### config.mk
export PLATFORM = sky130hd
export DESIGN_NAME = stage_skid_buffer
export DESIGN_NICKNAME = d
export VERILOG_FILES = /design/src/rtl/stage_skid_buffer.sv
export SDC_FILE = /design/constraint.sdc
export NUM_CORES = 1
export LEC_CHECK = 0
export ABC_AREA = 1
export CAP_MARGIN = 25
export CORE_MARGIN = 8
export CORE_UTILIZATION = 54
export CTS_CLUSTER_DIAMETER = 200
export DETAILED_ROUTE_END_ITERATION = 6
export GPL_TIMING_DRIVEN = 1
export PLACE_DENSITY = 0.85
export SETUP_SLACK_MARGIN = 0.4
export SLEW_MARGIN = 20
export SYNTH_ARGS = -nofsm -noshare
export SYNTH_HDL_FRONTEND = slang
export SYNTH_SLANG_ARGS = --single-unit
### constraint.sdc
create_clock -name clk -period 2.9 [get_ports clk]
set_input_delay 0.58 -clock clk [delete_from_list [all_inputs] [get_ports clk]]
set_output_delay 0.58 -clock clk [all_outputs]
set_load 0.02 [all_outputs]
### src/rtl/stage_skid_buffer.sv
// stage_skid_buffer: pipeline stage with registered valid/ready, one-entry skid,
// synchronous squash and a saturating stall counter.
module stage_skid_buffer #(
    parameter int WIDTH       = 16,
    parameter int STALL_CNT_W = 8
) (
    input  logic                   clk,
    input  logic                   flush,
    input  logic [WIDTH-1:0]       in_data,
    input  logic                   in_valid,
    output logic                   in_ready,
    output logic [WIDTH-1:0]       out_data,
    output logic                   out_valid,
    input  logic                   out_ready,
    input  logic                   squash,
    output logic [1:0]             occupancy,
    output logic [STALL_CNT_W-1:0] stall_count,
    input  logic                   stall_clr
);
    localparam logic [1:0] EMPTY = 2'd0;
    localparam logic [1:0] MAIN  = 2'd1;
    localparam logic [1:0] FULL  = 2'd2;

    logic [1:0]       state, state_d;
    logic [WIDTH-1:0] skid, skid_d, data_d;
    logic             accept, drain, stall;

    // handshake flags come from registered state only, so out_ready never reaches in_ready
    assign out_valid = state != EMPTY;
    assign in_ready  = state != FULL;
    assign occupancy = state;
    assign accept    = in_valid && in_ready;
    assign drain     = out_valid && out_ready;
    assign stall     = out_valid && !out_ready;

    always_comb begin
        state_d = state;
        data_d  = out_data;
        skid_d  = skid;
        if (squash) begin
            state_d = EMPTY;
            data_d  = '0;
            skid_d  = '0;
        end else begin
            case (state)
                EMPTY: if (accept) begin
                    state_d = MAIN;
                    data_d  = in_data;
                end
                MAIN: if (accept && drain) begin
                    data_d = in_data;
                end else if (accept) begin
                    state_d = FULL;
                    skid_d  = in_data;
                end else if (drain) begin
                    state_d = EMPTY;
                end
                FULL: if (drain) begin
                    state_d = MAIN;
                    data_d  = skid;
                end
                default: state_d = EMPTY;
            endcase
        end
    end

    always_ff @(posedge clk or posedge flush) begin
        if (flush) begin
            state       <= EMPTY;
            out_data    <= '0;
            skid        <= '0;
            stall_count <= '0;
        end else begin
            state       <= state_d;
            out_data    <= data_d;
            skid        <= skid_d;
            stall_count <= stall_clr ? '0 :
                           (stall && stall_count != '1) ? stall_count + STALL_CNT_W'(1) :
                           stall_count;
        end
    end
endmodule

==> results.sh <==
export IMPL_die_area_mm2=0.00635
export IMPL_crit_required_ns=2.32
export IMPL_synthArstFlopShare_pct=100
export IMPL_max_freq_mhz=421
export IMPL_synth_main_ff_cell="dfrtp_1"
export IMPL_holdPathEnd="out_data[14]$_DFFE_PP0P_"
export IMPL_ir_worst_vdd_mv=0.353
export IMPL_yosys_area_share_simple_pct=32.2
export IMPL_diodes=0
export IMPL_synth_top_area_share_pct=47.9
export IMPL_crit_path_max_incr_delay_ns=0.68
export IMPL_hold_viol_final=0
export IMPL_synth_top_area_cell="dfrtp_1"
export IMPL_finalNetCount=363
export IMPL_start_util_pct=55.6
export IMPL_clk_pin_slew_worst_paths_ns=0.08
export IMPL_htree_levels=2
export IMPL_rsz0062_at_grt="no"
export IMPL_cts_tree="yes"
export IMPL_r2r_start="occupancy[1]$_DFFE_PP0P_"
export IMPL_num_rows=23
export IMPL_grt_pass1_wl_um=8840
export IMPL_status="complete, no violations"
export IMPL_hold_class="flip-flop to flip-flop"
export IMPL_setup_viol=0
export IMPL_powerDensity_mw_per_mm2=520
export IMPL_synth_area_mux_share_pct=0
export IMPL_setup_tns_ns=0
export IMPL_synth_area_leaders="dfrtp_1 (48%), nand2_1 (14%), nand3_1 (7.8%)"
export IMPL_period_share_pct=81.9
export IMPL_cts_resized=0
export IMPL_syn_area_mm2=0.00219
export IMPL_drive_gt1_share_pct=6.16
export IMPL_cp_cell_sequence="inv_2 -> nand2_2 -> clkdlybuf4s50_1"
export IMPL_post_cts_buffers=0
export IMPL_grt_remaining_overflow=0
export IMPL_place_hpwl_um=3800
export IMPL_maxCapViolCount=0
export IMPL_relSlewSlack_pct=65.7
export IMPL_r2r_slack_ns=1.31
export IMPL_via_per_inst=5.27
export IMPL_place_ws_ns=0.585
export IMPL_hold_buffers=0
export IMPL_ant_nets=0
export IMPL_yosysMostFrequentCell="nand2_1"
export IMPL_slew_violations=0
export IMPL_fin_crit_ns=2.38
export IMPL_fin_skew_ns=0.00454
export IMPL_crit_path_max_fanout=17
export IMPL_synth_edf_count=0
export IMPL_track_usage_pct=17.3
export IMPL_ys_ff_latch=42
export IMPL_syn_instance_count=291
export IMPL_min_path_cells=2
export IMPL_crit_arrival_ns=1.80
export IMPL_grt_pass1_vias=1961
export IMPL_synth_compound_area_share_pct=10.6
export IMPL_critPathKind="flip-flop to primary output"
export IMPL_setup_ws_ns=0.524
export IMPL_place_gp_congestion=0.872
export IMPL_ys_seq_area_share_pct=47.9
export IMPL_numCtsBuffers=5
export IMPL_drt_iter0_drc=183
export IMPL_max_slew_worst_pin_slew_ns=0.515
export IMPL_synthAdderAreaFrac_pct=0.571
export IMPL_pin_count=50
export IMPL_drc=0
export IMPL_fin_util_pct=70.8
export IMPL_synth_commonest_cells="nand2_1 (83), dfrtp_1 (42), nand3_1 (34)"
export IMPL_startpoint="occupancy[0]$_DFFE_PP0P_"
export IMPL_wire_per_inst_um=13.4
export IMPL_fp_coreArea_mm2=0.00394
export IMPL_area_delta_synth_final_pct=27.3
export IMPL_syn_avg_cell_area_um2=7.53
export IMPL_die_h_um=79.7
export IMPL_antenna_found_initial=0
export IMPL_firstDrtPassIters=5
export IMPL_p_leak_nw=1.38
export IMPL_vias=2061
export IMPL_ys_types=25
export IMPL_cpMaxStageDelayCell="clkdlybuf4s50_1"
export IMPL_port_buffers=49
export IMPL_timing_rr_end="out_data[8]$_DFFE_PP0P_"
export IMPL_ys_warn_count=0
export IMPL_clockRootBuffer="clkbuf_8"
export IMPL_fp_dieW_um=79.7
export IMPL_startpoint_type="flip-flop"
export IMPL_synth_nets=314
export IMPL_cp_end_kind="primary output"
export IMPL_synth_xor_area_share_pct=0.400
export IMPL_grt_max_degree=43
export IMPL_clock_sinks=42
export IMPL_reg2regPathDepth=8
export IMPL_insertion_delay_ns=0.30
export IMPL_hp_start="out_data[14]$_DFFE_PP0P_"
export IMPL_cts_path_max_buffers=2
export IMPL_synth_top_family_by_area="simple AND/OR/NAND/NOR gates"
export IMPL_drt_wl_total_um=5240
layout make-up:
type | count | area (um2)
clock buffers | 7 | 86.3
flip-flops and latches | 42 | 1050
multi-input cells | 209 | 961
fillers | 312 | 1150
repair buffers | 52 | 513
inverters | 30 | 113
well taps | 50 | 62.6
clock inverters | 1 | 5.00
worst max-delay path, delay by kind of cell (launching register included):
kind / cells / cell delay [ns]
flip-flops: 1 / 0.44
buffers and inverters: 2 / 0.77
AND/OR/NAND/NOR: 1 / 0.28
kinds of logic after synthesis:
logic type | after synthesis
AO/OA/AOI/OAI | 46
AND/OR/NAND/NOR | 161
XOR/XNOR | 1
adder cells (fa/ha/maj) | 1
flip-flops | 42
buffers and inverters | 40
placed cells by master, fill, tap and decap left out:
cell type,count
o21a_1,1
a21oi_1,33
nor2_2,1
clkbuf_8,6
nand3_1,34
nand2_4,1
nand3_4,1
clkinv_2,1
buf_4,3
ha_1,1
o21ai_0,11
clkinv_1,1
nand2_2,2
clkbuf_1,1
dfrtp_1,42
inv_2,4
nand4_1,2
o21ai_1,1
nor2_1,33
xor2_1,1
inv_1,25
clkdlybuf4s50_1,49
nor2_4,1
nor2_8,1
nand2_1,83
nor3_1,2
registers in the layout, summed over array words and instances, names as in the netlist:
signal	cells
out_data	16
skid	16
stall_count	8
occupancy	2
metal layers:
metal | wire, um | global-route usage, % | part of all wire, % | vias up
li1 | - | - | - | 1033
met3 | 455 | 5.18 | 8.7 | 5
met4 | 65 | 7.04 | 1.2 | 0
met1 | 2410 | 22.4 | 46 | 936
met2 | 2310 | 26.2 | 44 | 87
met5 | 0 | 0 | 0 | -
worst max-delay path by stage:
stage / endpoint / slack [ns]
2_1_floorplan: in_ready / 1.34
3_3_place_gp: out_data[12]$_DFFE_PP0P_ / 0.65
3_5_place_dp: out_data[8]$_DFFE_PP0P_ / 0.59
4_1_cts: in_ready / 0.52
5_1_grt: in_ready / 0.42
6_report: in_ready / 0.52
through the flow:
| stage | instances | cell area [um2] | hold WS (ns) | power, mW |
|---|---|---|---|---|
| after floorplan | 291 | 2190 | 0.492 | 0.913 |
| after global placement | 383 | 2700 | 0.455 | 1.07 |
| after detailed placement | 383 | 2700 | 0.458 | 1.07 |
| after CTS | 391 | 2790 | 0.477 | 1.46 |
| after global routing | 391 | 2790 | 0.489 | 1.53 |
| final | 391 | 2790 | 0.470 | 1.45 |
power breakdown:
| group | leakage, nW | switching, mW | internal, mW |
|---|---|---|---|
| logic | 0.772 | 0.216 | 0.158 |
| registers | 0.557 | 0.0418 | 0.647 |
| clock network | 0.0482 | 0.198 | 0.192 |
| total | 1.38 | 0.455 | 0.997 |
Power figures use the tool's default switching activity.
